### config.mk
export PLATFORM = sky130hd
export DESIGN_NAME = instr_issue_scheduler
export DESIGN_NICKNAME = d
export VERILOG_FILES = /design/src/rtl/instr_issue_scheduler.sv
export SDC_FILE = /design/constraint.sdc
export NUM_CORES = 1
export LEC_CHECK = 0
export CORE_MARGIN = 3
export CORE_UTILIZATION = 45
export CTS_CLUSTER_DIAMETER = 200
export DETAILED_ROUTE_END_ITERATION = 10
export GPL_TIMING_DRIVEN = 0
export PLACE_DENSITY = 0.77
export SLEW_MARGIN = 20
export SYNTH_ARGS = -nofsm -noshare
export SYNTH_HDL_FRONTEND = slang
export SYNTH_SLANG_ARGS = --single-unit
### constraint.sdc
create_clock -name clk -period 4.25 [get_ports clk]
set_clock_uncertainty 0.05 [all_clocks]
set_input_delay 0.6375 -clock clk [delete_from_list [all_inputs] [get_ports clk]]
set_output_delay 0.6375 -clock clk [all_outputs]
set_load 0.05 [all_outputs]
### src/rtl/instr_issue_scheduler.sv
// In-order issue controller for the ESM datapath: decodes RegWrite/ALUSrc, tracks in-flight
// destinations in a shift-register scoreboard and inserts NOP bubbles on RAW hazards.
module instr_issue_scheduler #(
    parameter int unsigned PIPE_DEPTH = 3,
    parameter logic [31:0] NOP_INSTR  = 32'h0000_0013
) (
    input  logic        clk,
    input  logic        rst,
    input  logic        in_valid,
    input  logic [31:0] in_instr,
    output logic        in_ready,
    input  logic        flush,
    output logic [31:0] Instr_out,
    output logic        RegWrite,
    output logic        ALUSrc,
    output logic        illegal,
    output logic [15:0] stall_cnt
);

    logic [6:0] opcode;
    logic [4:0] rd, rs1, rs2;
    logic       dec_rw, dec_alusrc, dec_ill, use_rs1, use_rs2;
    logic       hazard, accept;

    logic        sb_v_q  [PIPE_DEPTH];
    logic        sb_v_d  [PIPE_DEPTH];
    logic [4:0]  sb_rd_q [PIPE_DEPTH];
    logic [4:0]  sb_rd_d [PIPE_DEPTH];

    logic [31:0] instr_q, instr_d;
    logic        rw_q, rw_d, alusrc_q, alusrc_d, ill_q, ill_d;
    logic [15:0] stall_cnt_q, stall_cnt_d;

    assign opcode = in_instr[6:0];
    assign rd     = in_instr[11:7];
    assign rs1    = in_instr[19:15];
    assign rs2    = in_instr[24:20];

    always_comb begin
        dec_rw     = 1'b0;
        dec_alusrc = 1'b0;
        dec_ill    = 1'b0;
        use_rs1    = 1'b0;
        use_rs2    = 1'b0;
        unique case (opcode)
            7'b0110011: begin dec_rw = 1'b1; use_rs1 = 1'b1; use_rs2 = 1'b1; end
            7'b0010011: begin dec_rw = 1'b1; dec_alusrc = 1'b1; use_rs1 = 1'b1; end
            7'b0000011: begin dec_rw = 1'b1; dec_alusrc = 1'b1; use_rs1 = 1'b1; end
            7'b0100011: begin dec_alusrc = 1'b1; use_rs1 = 1'b1; use_rs2 = 1'b1; end
            default:    dec_ill = 1'b1;
        endcase
    end

    // x0 is never recorded, so a source of x0 can never match a valid entry with rd=0 anyway;
    // the explicit rsN != 0 terms keep that guarantee independent of the shift-in policy.
    always_comb begin
        hazard = 1'b0;
        for (int unsigned i = 0; i < PIPE_DEPTH; i++) begin
            if (sb_v_q[i] && ((use_rs1 && rs1 != 5'd0 && rs1 == sb_rd_q[i]) ||
                              (use_rs2 && rs2 != 5'd0 && rs2 == sb_rd_q[i]))) begin
                hazard = 1'b1;
            end
        end
        hazard = hazard && in_valid;
    end

    assign in_ready = rst && !flush && !hazard;
    assign accept   = in_valid && in_ready;

    always_comb begin
        sb_v_d[0]  = 1'b0;
        sb_rd_d[0] = 5'd0;
        for (int unsigned i = 1; i < PIPE_DEPTH; i++) begin
            sb_v_d[i]  = sb_v_q[i-1];
            sb_rd_d[i] = sb_rd_q[i-1];
        end
        instr_d     = NOP_INSTR;
        rw_d        = 1'b0;
        alusrc_d    = 1'b0;
        ill_d       = 1'b0;
        stall_cnt_d = stall_cnt_q;

        if (flush) begin
            for (int unsigned i = 0; i < PIPE_DEPTH; i++) begin
                sb_v_d[i] = 1'b0;
            end
        end else if (accept) begin
            sb_v_d[0]  = dec_rw && (rd != 5'd0);
            sb_rd_d[0] = rd;
            instr_d    = in_instr;
            rw_d       = dec_rw;
            alusrc_d   = dec_alusrc;
            ill_d      = dec_ill;
        end else if (hazard) begin
            if (stall_cnt_q != 16'hFFFF) begin
                stall_cnt_d = stall_cnt_q + 16'd1;
            end
        end
    end

    always_ff @(posedge clk) begin
        if (!rst) begin
            instr_q     <= NOP_INSTR;
            rw_q        <= 1'b0;
            alusrc_q    <= 1'b0;
            ill_q       <= 1'b0;
            stall_cnt_q <= 16'd0;
            for (int unsigned i = 0; i < PIPE_DEPTH; i++) begin
                sb_v_q[i]  <= 1'b0;
                sb_rd_q[i] <= 5'd0;
            end
        end else begin
            instr_q     <= instr_d;
            rw_q        <= rw_d;
            alusrc_q    <= alusrc_d;
            ill_q       <= ill_d;
            stall_cnt_q <= stall_cnt_d;
            for (int unsigned i = 0; i < PIPE_DEPTH; i++) begin
                sb_v_q[i]  <= sb_v_d[i];
                sb_rd_q[i] <= sb_rd_d[i];
            end
        end
    end

    assign Instr_out = instr_q;
    assign RegWrite  = rw_q;
    assign ALUSrc    = alusrc_q;
    assign illegal   = ill_q;
    assign stall_cnt = stall_cnt_q;

endmodule

# Yosys cells after proc, flatten, opt, wreduce, memory -nomap -nowiden
# Memory sizes are Yosys's and may differ from the RTL's.
# Index checks and enable logic that the tools add are counted.
[word_totals]
register_bits = 51
ramBits = 18
in_bits = 36
out_inout_bits = 52
mem_count = 2
[op_classes]
n_addsub = 1
eq_ne = 11
n_mux = 21
bitwise = 9
reduce_logical = 30
[mem_list]
columns = ["memory", "words", "word_bits", "read_ports", "rd_ports_with_merged_regs", "wr", "line_no", "rtl"]
rows = [
  ["sb_rd_q", 3, 5, 3, 0, 3, "27", "logic [4:0] sb_rd_q [PIPE_DEPTH];"],
  ["sb_v_q", 3, 1, 3, 0, 3, "25", "logic sb_v_q [PIPE_DEPTH];"],
]
[ops]
columns = ["operator", "n"]
rows = [
  ["$eq 5x5->1", 6],
  ["$mux 5", 5],
  ["$add 16x1->16 const B", 1],
  ["$logic_and 1x1->1", 16],
  ["$ne 16x16->1 const B", 1],
  ["$mux 1", 15],
  ["$reduce_bool 5->1", 3],
  ["$eq 7x6->1 const B", 2],
  ["$reduce_or 3->1", 3],
  ["$eq 7x2->1 const B", 1],
  ["$eq 7x5->1 const B", 1],
  ["$or 1x1->1", 6],
  ["$reduce_and 4->1", 1],
  ["$reduce_or 4->1", 1],
  ["$logic_or 1x1->1", 3],
  ["$not 1->1", 3],
  ["$logic_not 1->1", 2],
  ["$mux 2", 1],
  ["$reduce_or 2->1", 1],
]

# Logic depth before layout (Yosys ltp)
[depth]
ltp_word = 17
mapped_depth = 10
mapped_depth_nobuf = 7

# Worst setup path before layout
# Ideal clock, no wire load.
[synth_path]
path_type = "input to output"
startpoint = "input port in_instr[20]"
endpoint = "output port in_ready"
arrival_ns = 2.604
t_required_ns = 3.562
setup_slack_ns = 0.958
stages = 4
path_buffers = 0
cell_sequence = "or4_1 > o211ai_1 > o22ai_1 > a21boi_0"
[synth_between]
elab_chain_cells = 11
elab_cells_between_ends = 20
classes_between = "3 x eq/ne; 3 x mux; 14 x reduce/logical"
[synth_lines]
columns = ["item", "line_no", "rtl"]
rows = [
  ["start, declared", "10", "input logic [31:0] in_instr,"],
  ["$reduce_bool 5->1", "60", "(use_rs2 && rs2 != 5'd0 && rs2 == sb_rd_q[i]))) begin"],
  ["$logic_and 1x1->1 (2 in a row)", "60", ""],
  ["$logic_or 1x1->1", "59", "if (sb_v_q[i] && ((use_rs1 && rs1 != 5'd0 && rs1 == sb_rd_q[i]) ||"],
  ["$logic_and 1x1->1", "59", ""],
  ["$mux 1 (2 in a row)", "59", ""],
  ["$mux 1 *", "59", ""],
  ["$logic_and 1x1->1 *", "64", "hazard = hazard && in_valid;"],
  ["$logic_not 1->1 *", "67", "assign in_ready = rst && !flush && !hazard;"],
  ["$logic_and 1x1->1 *", "67", ""],
  ["end, declared", "11", "output logic in_ready,"],
]
# Mark *: on every way between the ends. The rest lies on a longest branch, timed or not.

# Final worst setup path
[layout_path]
startpoint = "input port in_instr[21]"
endpoint = "output port in_ready"
# Same word-level chain as after synthesis.

==> impl_metrics.json <==
{
  "post_cts_buffers": 0,
  "cp_max_fo": 5,
  "leakagePower_nw": 1.39,
  "die_h_um": 81.3,
  "maxCapViolCount": 0,
  "grt_overflow": 0,
  "avgViaCountPerCell": 5.03,
  "port_buffers": 87,
  "fin_crit_sh": 0.918,
  "total_power_mw": 1.37,
  "end_kind": "output pin",
  "syn_area_per_cell_um2": 9.81,
  "async_flop_share": 0,
  "p_int_mw": 1.06,
  "hold_class": "reg -> reg",
  "die_w_um": 81.3,
  "dr.pass1.iters": 4,
  "yosys.cell_types.count": 36,
  "ios": 88,
  "grt_setup_unrepaired": "false",
  "worst_ir_drop_vdd_uv": 214,
  "drt_iter0_markers": 155,
  "yosysWarnings": 0,
  "outcome": "finished, final reports clean",
  "wl_per_cell_um": 14.0,
  "nNetsFinal": 395,
  "grt_pass1_wl_um": 9500,
  "htree_levels": 3,
  "grt_max_degree": 13,
  "area_growth_pct": 47.1,
  "cts.repair.resized": 0,
  "vias": 2180,
  "synth_cells": 260,
  "ys_top_cells_by_count": "64 x dfxtp_1, 42 x and2_1, 25 x xor2_1",
  "critPathLaunchType": "input port",
  "synth_most_common_cell": "dfxtp_1",
  "synth.yosys.seq_area_share": 0.502,
  "gp_congestion": 0.863,
  "hold_buffers": 0,
  "clkSlewWorstSetupHoldPaths_ps": 70,
  "power.density_mw_per_mm2": 364,
  "cts_tree": "yes",
  "die_area_mm2": 0.00661,
  "antenna_left": 0,
  "tightest_slew_ps": 524,
  "path_class": "in -> out",
  "synth_edf_count": 0,
  "clk_path_buf_depth": 2,
  "drc": 0,
  "synth.top_cell.area_share": 0.502,
  "final_core_util": 0.707,
  "synth_ff_type": "dfxtp_1",
  "syn-num-nets": 297,
  "grt_usage": 0.190,
  "setup_tns_ps": 0,
  "switching_share": 0.224,
  "cts_buffers": 9,
  "drv_slew": 0,
  "initial_utilization": 0.481,
  "relSlewSlack": 0.650,
  "p_switching_uw": 306,
  "fp-row-count": 26,
  "cp_data_required_time_ps": 3560,
  "power_frac_comb": 0.095,
  "grt_pass1_vias": 2020,
  "netlist_area_mm2": 0.00255,
  "setup_viol": 0,
  "pwr-share-clk": 0.456,
  "fmax_ghz": 0.256,
  "postRouteWirelength_um": 6070,
  "p_seq_frac": 0.449,
  "cp.arrival_ps": 3210,
  "ys_top_cells_by_area": "dfxtp_1 50%, and2_1 10%, xor2_1 8.6%",
  "cts.sinks": 64,
  "synth-seq-cells": 64,
  "drive_gt1_frac": 0.0744,
  "grt_antenna_before_repair": 0,
  "synth_area_leader_cell": "dfxtp_1",
  "hold_violations": 0,
  "hpwlAfterDp_um": 4580,
  "cts-root-buf": "clkbuf_8",
  "core_area_mm2": 0.00530,
  "clk_latency_ps": 330,
  "finalCriticalPeriod_ps": 3900,
  "n_antenna_cell": 0
}
==> metrics by stage <==
step           instance area (µm²)  instances  hold slack [ps]  setup WS (ps)
2_1_floorplan                 2550        260              402            958
3_3_place_gp                  3510        417              441            328
3_5_place_dp                  3510        417              441            337
4_1_cts                       3750        433              457            327
5_1_grt                       3750        433              462            187
6_report                      3750        433              458            350
==> critical path, cell delays in order <==
cell and delay, ps:
clkdlybuf4s50_1 550, or4_1 540, o211ai_1 300, o22ai_1 110
a21boi_0 230, clkdlybuf4s50_1 840
==> flip-flops by register name (all words and copies together), names as in the netlist <==
register and flops:
stall_cnt 16, sb_v_q 3, RegWrite 1, illegal 1, Instr_out 32, sb_rd_q 10, ALUSrc 1
==> layer usage <==
layer	vias to the layer above	routed length (µm)	part of all wire	global-route usage
met4	0	81	0.013	0.0811
met1	995	2650	0.44	0.255
li1	1098	-	-	-
met5	-	0	0	0
met3	8	371	0.061	0.0521
met2	79	2970	0.49	0.286
==> worst paths after layout <==
check                      from            end  slack, ps  cells after the start
setup / recovery   in_instr[21]       in_ready        350                      6
hold / removal    stall_cnt[14]  stall_cnt[14]        460                      2
setup reg to reg   stall_cnt[0]  stall_cnt[14]       1580                      9
hold reg to reg   stall_cnt[14]  stall_cnt[14]        460                      2
==> logic make-up after synthesis <==
| group | Yosys count | share of synthesized area |
|---|---|---|
| adder cells (fa/ha/maj) | 1 | 0.00491 |
| multiplexers | 1 | 0.00393 |
| AND/OR/NAND/NOR | 108 | 0.261 |
| AO/OA/AOI/OAI | 36 | 0.0844 |
| buffers and inverters | 19 | 0.0368 |
| XOR/XNOR | 31 | 0.106 |
| flip-flops | 64 | 0.502 |
==> area by class of cell <==
type,count,area [µm²]
clock inverter,7,119
fill,411,1550
buffer,15,78.8
multi-input combinational,177,1170
inverter,4,15.0
tap,70,87.6
timing repair buffer,87,871
clock buffer,9,124
sequential,64,1280
==> cell usage in the layout (no fill, tap or decap), types with 2 or more instances in the layout <==
cell | Yosys | layout
bufinv_16 | 0 | 3
clkinvlp_4 | 0 | 2
inv_1 | 3 | 3
nor4_1 | 6 | 6
or3b_1 | 2 | 2
o21ai_0 | 8 | 8
and2_1 | 42 | 42
or4_1 | 9 | 9
nand2_1 | 6 | 6
clkbuf_8 | 0 | 9
o31ai_1 | 6 | 6
buf_2 | 3 | 3
nor2_1 | 7 | 7
nand2b_1 | 3 | 3
clkdlybuf4s50_1 | 0 | 87
or3_1 | 9 | 9
dfxtp_1 | 64 | 64
and4_1 | 2 | 2
nand4_1 | 6 | 6
clkbuf_1 | 7 | 7
a21oi_1 | 15 | 15
xnor2_1 | 6 | 6
xor2_1 | 25 | 25
and3_1 | 2 | 2
nand3_1 | 10 | 10
buf_4 | 5 | 5
==> power groups by stage <==
stage	clock [mW]	sequential [mW]	combinational [mW]
floorplan	0	0.653	0.0375
global placement	0	0.628	0.128
detailed placement	0	0.628	0.129
CTS	0.634	0.614	0.130
global route	0.658	0.615	0.138
finish	0.623	0.614	0.129
(Power assumes the default switching activity.)
